### src/rtl/tg_pkg.sv
// ---------------------------------------------------------------------------
// tg_pkg
// Shared definitions for the test-pattern timing generator and its output
// stage: default raster timing, monitor state encoding and a window-decode
// helper used by every block that turns counters into sync/active flags.
// ---------------------------------------------------------------------------
package tg_pkg;

    // Default raster: 910 pixels x 262 lines per field.
    localparam int unsigned TG_H_TOTAL     = 910;
    localparam int unsigned TG_V_TOTAL     = 262;
    localparam int unsigned TG_H_ACT_START = 128;
    localparam int unsigned TG_H_ACT_LEN   = 720;
    localparam int unsigned TG_HS_START    = 0;
    localparam int unsigned TG_HS_LEN      = 67;
    localparam int unsigned TG_V_ACT_START = 21;
    localparam int unsigned TG_V_ACT_LEN   = 240;
    localparam int unsigned TG_VS_START    = 3;
    localparam int unsigned TG_VS_LEN      = 3;

    // Continuity monitor states.
    typedef enum logic {
        MON_SEARCH = 1'b0,
        MON_RUN    = 1'b1
    } mon_state_t;

    // Start-inclusive, end-exclusive window test. The position is widened
    // to 32 bits so start+len can never wrap for any 16-bit counter value.
    function automatic logic in_window(input logic [15:0] pos,
                                       input int unsigned start,
                                       input int unsigned len);
        logic [31:0] p;
        p = {16'b0, pos};
        return (p >= start) && (p < (start + len));
    endfunction

endpackage

### src/rtl/tg_cont_mon.sv
// ---------------------------------------------------------------------------
// tg_cont_mon
// Continuity monitor for the free-running H/V counters. It predicts the next
// (H,V) from the previous one and drops out of RUN on any discontinuity,
// counting each such event. RUN is only (re)entered on an observed frame
// origin (H=0, V=0) while searching.
//
// Ports:
//   clk        - clock
//   rst_n      - asynchronous active-low reset
//   en         - clock enable; all state holds while low
//   h, v       - pixel and line counters
//   lock       - high while the monitor is in RUN
//   err_count  - saturating count of discontinuities seen in RUN
// ---------------------------------------------------------------------------
module tg_cont_mon
    import tg_pkg::*;
#(
    parameter int unsigned H_TOTAL = TG_H_TOTAL,
    parameter int unsigned V_TOTAL = TG_V_TOTAL
) (
    input  logic        clk,
    input  logic        rst_n,
    input  logic        en,
    input  logic [15:0] h,
    input  logic [15:0] v,
    output logic        lock,
    output logic [7:0]  err_count
);

    localparam logic [15:0] H_LAST = 16'(H_TOTAL - 1);
    localparam logic [15:0] V_LAST = 16'(V_TOTAL - 1);

    mon_state_t  state;
    logic [15:0] prev_h;
    logic [15:0] prev_v;
    logic [7:0]  err_cnt;

    logic        h_wrap;
    logic [15:0] exp_h;
    logic [15:0] exp_v;
    logic        origin;
    logic        mismatch;

    // Expected next position. An out-of-range current value can never equal
    // this prediction, so it is caught as a discontinuity without a separate
    // range check.
    always_comb begin
        h_wrap = (prev_h == H_LAST);
        exp_h  = h_wrap ? 16'd0 : prev_h + 16'd1;
        exp_v  = prev_v;
        if (h_wrap) begin
            exp_v = (prev_v == V_LAST) ? 16'd0 : prev_v + 16'd1;
        end
        origin   = (h == 16'd0) && (v == 16'd0);
        mismatch = (h != exp_h) || (v != exp_v);
    end

    // A mismatch that lands on an origin still sends us to SEARCH; relock
    // waits for the next origin so a restart is never accepted blindly.
    always_ff @(posedge clk or negedge rst_n) begin
        if (!rst_n) begin
            state   <= MON_SEARCH;
            prev_h  <= '0;
            prev_v  <= '0;
            err_cnt <= '0;
        end else if (en) begin
            prev_h <= h;
            prev_v <= v;
            case (state)
                MON_SEARCH: begin
                    if (origin) begin
                        state <= MON_RUN;
                    end
                end
                MON_RUN: begin
                    if (mismatch) begin
                        state <= MON_SEARCH;
                        if (err_cnt != 8'hFF) begin
                            err_cnt <= err_cnt + 8'd1;
                        end
                    end
                end
                default: state <= MON_SEARCH;
            endcase
        end
    end

    assign lock      = (state == MON_RUN);
    assign err_count = err_cnt;

endmodule

### src/rtl/tg_sync_out.sv
// ---------------------------------------------------------------------------
// tg_sync_out
// Display-side output stage of the test-pattern timing generator. Decodes
// sync and active windows from the H/V/F counters, aligns them with the
// pattern bytes (which arrive one enabled cycle later) and presents
// HSYNC/VSYNC/DE/FIELD/RGB from a single output register. DE and RGB are
// blanked while the continuity monitor is not locked; syncs always run.
//
// Ports:
//   CK_i          - clock
//   XAR_i         - asynchronous active-low reset
//   CK_EE_i       - clock enable
//   HCTRs_i       - pixel counter
//   VCTRs_i       - line counter
//   FCTRs_i       - field counter (bit 0 becomes FIELD_o)
//   QQs_[RGB]_i   - pattern bytes, one enabled cycle behind the counters
//   QQs_[RGB]_o   - blank-gated pixel data
//   HS_o, VS_o    - active-high syncs
//   DE_o          - data enable, gated by lock
//   FIELD_o       - field flag
//   LOCK_o        - continuity monitor in RUN
//   ERRCTRs_o     - saturating discontinuity count
// ---------------------------------------------------------------------------
module tg_sync_out
    import tg_pkg::*;
#(
    parameter int unsigned H_TOTAL     = TG_H_TOTAL,
    parameter int unsigned V_TOTAL     = TG_V_TOTAL,
    parameter int unsigned H_ACT_START = TG_H_ACT_START,
    parameter int unsigned H_ACT_LEN   = TG_H_ACT_LEN,
    parameter int unsigned HS_START    = TG_HS_START,
    parameter int unsigned HS_LEN      = TG_HS_LEN,
    parameter int unsigned V_ACT_START = TG_V_ACT_START,
    parameter int unsigned V_ACT_LEN   = TG_V_ACT_LEN,
    parameter int unsigned VS_START    = TG_VS_START,
    parameter int unsigned VS_LEN      = TG_VS_LEN
) (
    input  logic        CK_i,
    input  logic        XAR_i,
    input  logic        CK_EE_i,
    input  logic [15:0] HCTRs_i,
    input  logic [15:0] VCTRs_i,
    input  logic [7:0]  FCTRs_i,
    input  logic [7:0]  QQs_R_i,
    input  logic [7:0]  QQs_G_i,
    input  logic [7:0]  QQs_B_i,
    output logic [7:0]  QQs_R_o,
    output logic [7:0]  QQs_G_o,
    output logic [7:0]  QQs_B_o,
    output logic        HS_o,
    output logic        VS_o,
    output logic        DE_o,
    output logic        FIELD_o,
    output logic        LOCK_o,
    output logic [7:0]  ERRCTRs_o
);

    logic h_act;
    logic v_act;
    logic hs_dec;
    logic vs_dec;

    logic de_s1;
    logic hs_s1;
    logic vs_s1;
    logic field_s1;

    logic lock;
    logic de_qual;
    logic field_unused;

    // Only the field parity is needed downstream.
    assign field_unused = ^FCTRs_i[7:1];

    always_comb begin
        h_act  = in_window(HCTRs_i, H_ACT_START, H_ACT_LEN);
        v_act  = in_window(VCTRs_i, V_ACT_START, V_ACT_LEN);
        hs_dec = in_window(HCTRs_i, HS_START, HS_LEN);
        vs_dec = in_window(VCTRs_i, VS_START, VS_LEN);
    end

    tg_cont_mon #(
        .H_TOTAL (H_TOTAL),
        .V_TOTAL (V_TOTAL)
    ) u_cont_mon (
        .clk       (CK_i),
        .rst_n     (XAR_i),
        .en        (CK_EE_i),
        .h         (HCTRs_i),
        .v         (VCTRs_i),
        .lock      (lock),
        .err_count (ERRCTRs_o)
    );

    // Stage 1: decoded flags, one cycle after the counters, so they line
    // up with the pattern bytes derived from the same counters.
    always_ff @(posedge CK_i or negedge XAR_i) begin
        if (!XAR_i) begin
            de_s1    <= 1'b0;
            hs_s1    <= 1'b0;
            vs_s1    <= 1'b0;
            field_s1 <= 1'b0;
        end else if (CK_EE_i) begin
            de_s1    <= h_act & v_act;
            hs_s1    <= hs_dec;
            vs_s1    <= vs_dec;
            field_s1 <= FCTRs_i[0];
        end
    end

    // Lock as it stands at this update; a relock taken on an origin is
    // already visible here when that origin's pixel reaches stage 2.
    assign de_qual = de_s1 & lock;

    // Stage 2: the single output register.
    always_ff @(posedge CK_i or negedge XAR_i) begin
        if (!XAR_i) begin
            QQs_R_o <= '0;
            QQs_G_o <= '0;
            QQs_B_o <= '0;
            HS_o    <= 1'b0;
            VS_o    <= 1'b0;
            DE_o    <= 1'b0;
            FIELD_o <= 1'b0;
        end else if (CK_EE_i) begin
            QQs_R_o <= de_qual ? QQs_R_i : 8'd0;
            QQs_G_o <= de_qual ? QQs_G_i : 8'd0;
            QQs_B_o <= de_qual ? QQs_B_i : 8'd0;
            HS_o    <= hs_s1;
            VS_o    <= vs_s1;
            DE_o    <= de_qual;
            FIELD_o <= field_s1;
        end
    end

    assign LOCK_o = lock;

endmodule

### config.mk
export PLATFORM = sky130hd
export DESIGN_NAME = tg_sync_out
export DESIGN_NICKNAME = d
export VERILOG_FILES = /design/src/rtl/tg_pkg.sv /design/src/rtl/tg_cont_mon.sv /design/src/rtl/tg_sync_out.sv
export SDC_FILE = /design/constraint.sdc
export NUM_CORES = 1
export LEC_CHECK = 0
export CAP_MARGIN = 20
export CELL_PAD_IN_SITES_DETAIL_PLACEMENT = 1
export CELL_PAD_IN_SITES_GLOBAL_PLACEMENT = 1
export CORE_AREA = 2 2 115 173
export DETAILED_ROUTE_END_ITERATION = 6
export DIE_AREA = 0 0 117 175
export PLACE_DENSITY_LB_ADDON = 0.1
export SYNTH_ARGS = -nofsm -noshare
export SYNTH_HDL_FRONTEND = slang
export SYNTH_SLANG_ARGS = --single-unit
export TNS_END_PERCENT = 5
### constraint.sdc
create_clock -name CK_i -period 4.23 [get_ports CK_i]
set_clock_uncertainty 0.15 [all_clocks]
set_input_delay 0.846 -clock CK_i [delete_from_list [all_inputs] [get_ports CK_i]]
set_output_delay 0.846 -clock CK_i [all_outputs]
set_load 0.005 [all_outputs]
### Word level (Yosys, flattened, before mapping)

Index checks and enable logic that the tools add are counted.

* output and inout bits: 37
* register bits after elaboration: 73

* $add $sub $neg: 3
* reductions and logical operators: 8
* bitwise gates (word level): 3
* order comparisons: 7
* multiplexer cells: 9
* eq/ne operators: 5

Operator list (number)
* two-way mux 16 bit: 3
* adder 16 x 1 -> 16 bit (second input constant): 2
* zero test 16 bit: 2
* inequality test 16 bit: 2
* two-way mux 8 bit: 3
* == test 16 x 10 -> 1 bit (second input constant): 1
* == test 16 x 9 -> 1 bit (second input constant): 1
* greater-or-equal comparator 16 x 2 -> 1 bit (second input constant): 1
* greater-or-equal comparator 16 x 5 -> 1 bit (second input constant): 1
* greater-or-equal comparator 16 x 8 -> 1 bit (second input constant): 1
* less-than comparator 16 x 10 -> 1 bit (second input constant): 1
* less-than comparator 16 x 3 -> 1 bit (second input constant): 1
* less-than comparator 16 x 7 -> 1 bit (second input constant): 1
* less-than comparator 16 x 9 -> 1 bit (second input constant): 1
* adder 8 x 1 -> 8 bit (second input constant): 1
* inequality test 8 bit (second input constant): 1
* logical AND 1 bit: 4
* AND reduction 4 bit: 1
* AND 1 bit: 2
* two-way mux 1 bit: 2
* case mux 1 bit (2 select lines): 1
* logical OR 1 bit: 1
* inverter 1 bit: 1

### Longest topological paths before layout

* depth after elaboration: 7
* depth in mapped cells: 12

### Cells and area by module

From an unflattened synthesis, not the netlist that was laid out.

* cell total of the unflattened synthesis: 449
* area, all modules: 4489.3 µm²

By module, submodules not included
* tg_cont_mon: cells an instance 355, times used 1, area each 3206.8 µm²
* tg_sync_out: cells an instance 94, times used 1, area each 1282.5 µm²

### Worst setup path before layout

No wires, ideal clock.

* path kind: reg-to-reg
* from: reg u_cont_mon.prev_h[1]
* to: reg u_cont_mon.err_cnt[1] (netlist: u_cont_mon.err_count[1])
* stages on the path, launching flop included: 12
* setup time: 0.125 ns
* setup slack: 1.135 ns
* arrival time: 2.820 ns
* path through: dfrtp_1 > inv_1 > ha_1 > nor3b_1 > nand4_2 > o31a_1 > or3_1 > a22o_1 > a2111oi_4 > nand4_4 > nand2_2 > mux2_4

* longest elaborated chain between the ends: 5
* elaborated cells on any way between the ends: 8

Ends and longest elaborated chain
* from (decl): RTL line tg_cont_mon.sv:35 `logic [15:0] prev_h;`
* from (signal assigned): RTL line tg_cont_mon.sv:68 `prev_h <= h;`
* adder 16 x 1 -> 16 bit / == test 16 x 10 -> 1 bit (equally long branches): RTL line tg_cont_mon.sv:50, tg_cont_mon.sv:49
* two-way mux 16 bit (on tied branches): RTL line tg_cont_mon.sv:50, tg_cont_mon.sv:52
* inequality test 16 bit: RTL line tg_cont_mon.sv:56 `mismatch = (h != exp_h) || (v != exp_v);`
* logical OR 1 bit *: RTL line tg_cont_mon.sv:56
* AND reduction 4 bit (no source line) *
* to (signal assigned): RTL line tg_cont_mon.sv:80 `err_cnt <= err_cnt + 8'd1;`
* to (decl): RTL line tg_cont_mon.sv:37 `logic [7:0] err_cnt;`

Every way passes the cells marked *; elsewhere a longest branch is shown, timed or not.
A chain may end at the register's enable or synchronous reset.

### Worst setup path after layout

* from: reg u_cont_mon.prev_h[0]
* to: reg u_cont_mon.err_cnt[1] (netlist: u_cont_mon.err_count[1])

Same word-level chain as after synthesis.

==> impl_metrics.ini <==
[timing]
clock.fmax_mhz = 274.9
fin_hold_ws_ps = 353.8
slew-limit-headroom_pct = 36.60
fin_crit_ps = 3638
min_period_over_period_pct = 86.00
rsz0062_at_grt = no
hold_viol = 0
setup_viol = 0
maxSlewViolCount = 0
fin_setup_tns_ps = 0
worstMarginPinSlew_ps = 949.9

[synthesis]
yosysMostFrequentCell = dfrtp_1
syn-num-nets = 562
synth_top_cell_area_share_pct = 38.96
avgSynthCellArea_um2 = 9.568
synth_area_leaders = dfrtp_1 39%, mux2_2 7.2%, xnor2_1 5.0%
ys_types = 76
synth_area_um2 = 4688
ys_seq_elements = 73
yosysTopAreaCell = dfrtp_1
synth_edf_count = 0
yosysWarnings = 0
synth_ff_type = dfrtp_1
synth.cells.most_frequent = 73 x dfrtp_1, 49 x nand2_1, 43 x o21ai_0
syn-instance-count = 490
seq_area_frac_synth_pct = 38.96
async_reset_ff_share_pct = 100.0

[floorplanning]
core.rowCount = 62
start_util_pct = 24.67
coreArea_um2 = 19010
ios = 104
die_w_um = 117
fp.dieH_um = 175
die-area_um2 = 20480

[worst_setup_path]
arrival_ps = 3710
critical_path_required_ps = 4310
start_kind = flop
end_kind = flop
max_stage_delay_ps = 550
regToRegStartpoint = u_cont_mon.prev_h[0]
crit_top_cell = buf_4
r2r_setup_slack_ps = 590
critPathBufInv = 2
rr_endpoint = u_cont_mon.err_count[1]
crit_chain = buf_4 > ha_1 > nand3_1 > nor2_2 > xnor2_1 > a2111oi_0 > buf_4 > nand4_1 > nor4_1 > nand4_4 > nand2_2 > mux2_4
r2r_cells = 12
crit_type = flop to flop
crit_path_max_fanout = 8
slowest_stage = a2111oi_0
crit_family = simple AND/OR/NAND/NOR gates

[power_and_ir_drop]
powerDensity_nw_per_um2 = 316.5
vdd_drop_max_v = 0.0001363
totalPowerFinal_uw = 1951
p_leak_uw = 0.002309

[global_route]
grt_use_total_pct = 15.69
antenna_found_initial = 0
grt_pass1_vias = 4407
grt_pass1_wl_mm = 24.56
overflow = 0
grt_max_degree = 53

[clock_network]
clkLatencyLatePin_ps = 340
postCtsHoldBufs = 0
cts_htree_levels = 3
cts-root-buf = clkbuf_16
cts-resized-gates = 0
cts.path.max_buffers = 2
cts.sinks = 73
cts_tree = done
path_clk_slew_ps = 60
post_cts_buffers = 0
cts_buffers = 9

[placed_design]
place.gp.congestion = 0.7639
dpl_cell_area_um2 = 5844
dp_hpwl_mm = 11.57
numPortBuffers = 96
dpl.cell_count = 827

[layout]
fillers = 2182
multiInputGateArea_um2 = 2515
final_cell_area_um2 = 6165
register_area_um2 = 1827
num_antenna_cells = 0
final_cells = 843
nets = 654
synthToLayoutAreaGrowth_pct = 31.49
drive_above_1_share_pct = 15.16

[route]
top_layer = met4
drcViolationCount = 0
routedWlPerCell_um = 18.06
via_per_inst = 4.790
met3_length_um = 501
first_pass_iters = 4
wl_met1_mm = 6.025
dr_wl_met2_mm = 8.450
first_iter_violations = 139
antenna_left = 0
wirelength_mm = 15.23
vias = 4038

[worst_hold_path]
hold_depth = 1
hp-class = flop to flop
min_delay_worst_endpoint = u_cont_mon.err_count[4]
holdCritStartpoint = u_cont_mon.err_count[4]

[status]
status = completed

[flow_run]
cap_violations = 0
## flip-flops by register name (all words and copies together) (netlist names)
name and count:
QQs_G_o 8, VS_o 1, FIELD_o 1, u_cont_mon.err_count 8, u_cont_mon.lock 1, de_s1 1
vs_s1 1, u_cont_mon.prev_v 16, QQs_B_o 8, QQs_R_o 8, hs_s1 1, field_s1 1
DE_o 1, u_cont_mon.prev_h 16, HS_o 1
## where the power goes
part,internal [uW],switching [uW],leakage (uW),total (uW)
registers,730,59.8,0.000946,790
clock network,519,323,0.000145,843
logic,162,156,0.00122,318
## per-stage QoR
stage	util, %	setup slack (ps)
after floorplan	-	1135
after global placement	30.75	438.2
after detailed placement	30.75	351.4
after CTS	32.44	537.9
after global routing	32.44	312.2
final	32.44	592.0
## cells by family (layout without fill, tap and decap cells)
family	count (synthesis)	in the layout	synth area share (%)
compound gates	99	99	14.23
xor+xnor	39	39	7.286
fa+ha+maj	5	5	1.334
buf+inv	63	160	7.446
flops	73	73	38.96
mux	36	36	8.593
simple gates	175	175	22.15
## worst max path at each step
stage,start,endpoint,cells after the start
3_5_place_dp,HCTRs_i[13],u_cont_mon.err_count[1],10
5_1_grt,u_cont_mon.prev_h[0],u_cont_mon.err_count[1],12
4_1_cts,u_cont_mon.prev_h[0],u_cont_mon.err_count[1],12
6_report,u_cont_mon.prev_h[0],u_cont_mon.err_count[1],12
3_3_place_gp,HCTRs_i[13],u_cont_mon.err_count[1],10
2_1_floorplan,u_cont_mon.prev_h[1],u_cont_mon.err_count[1],11
## cells in the final DEF (no fill, tap or decap), drive strengths merged, types with 4 or more instances in the layout
master and n:
clkdlybuf4s50 94, dfrtp 73, nand2 50, o21ai 43, inv 36, mux2 31
xnor2 27, nor2 19, nand4 19, buf 15, nor4 14, xor2 12
nor3 12, a21oi 12, nand3 11, clkbuf 10, and3 9, and4 7
a31oi 6, o211ai 6, mux2i 5, ha 5, or4 4, nor4b 4
## metal layers
layer | vias up | track usage, %
li1 | 1954 | -
met2 | 68 | 28.66
met3 | 10 | 3.052
met4 | 0 | 4.559
met5 | - | 0
met1 | 2006 | 18.18
## layout make-up
type,instances,share of cell area (%)
timing repair buffer,109,17.05
sequential,73,29.63
clock inverter,6,1.482
clock buffer,10,3.714
tap,256,5.196
inverter,35,2.131
multi-input combinational,354,40.80
(Power assumes the default switching activity.)
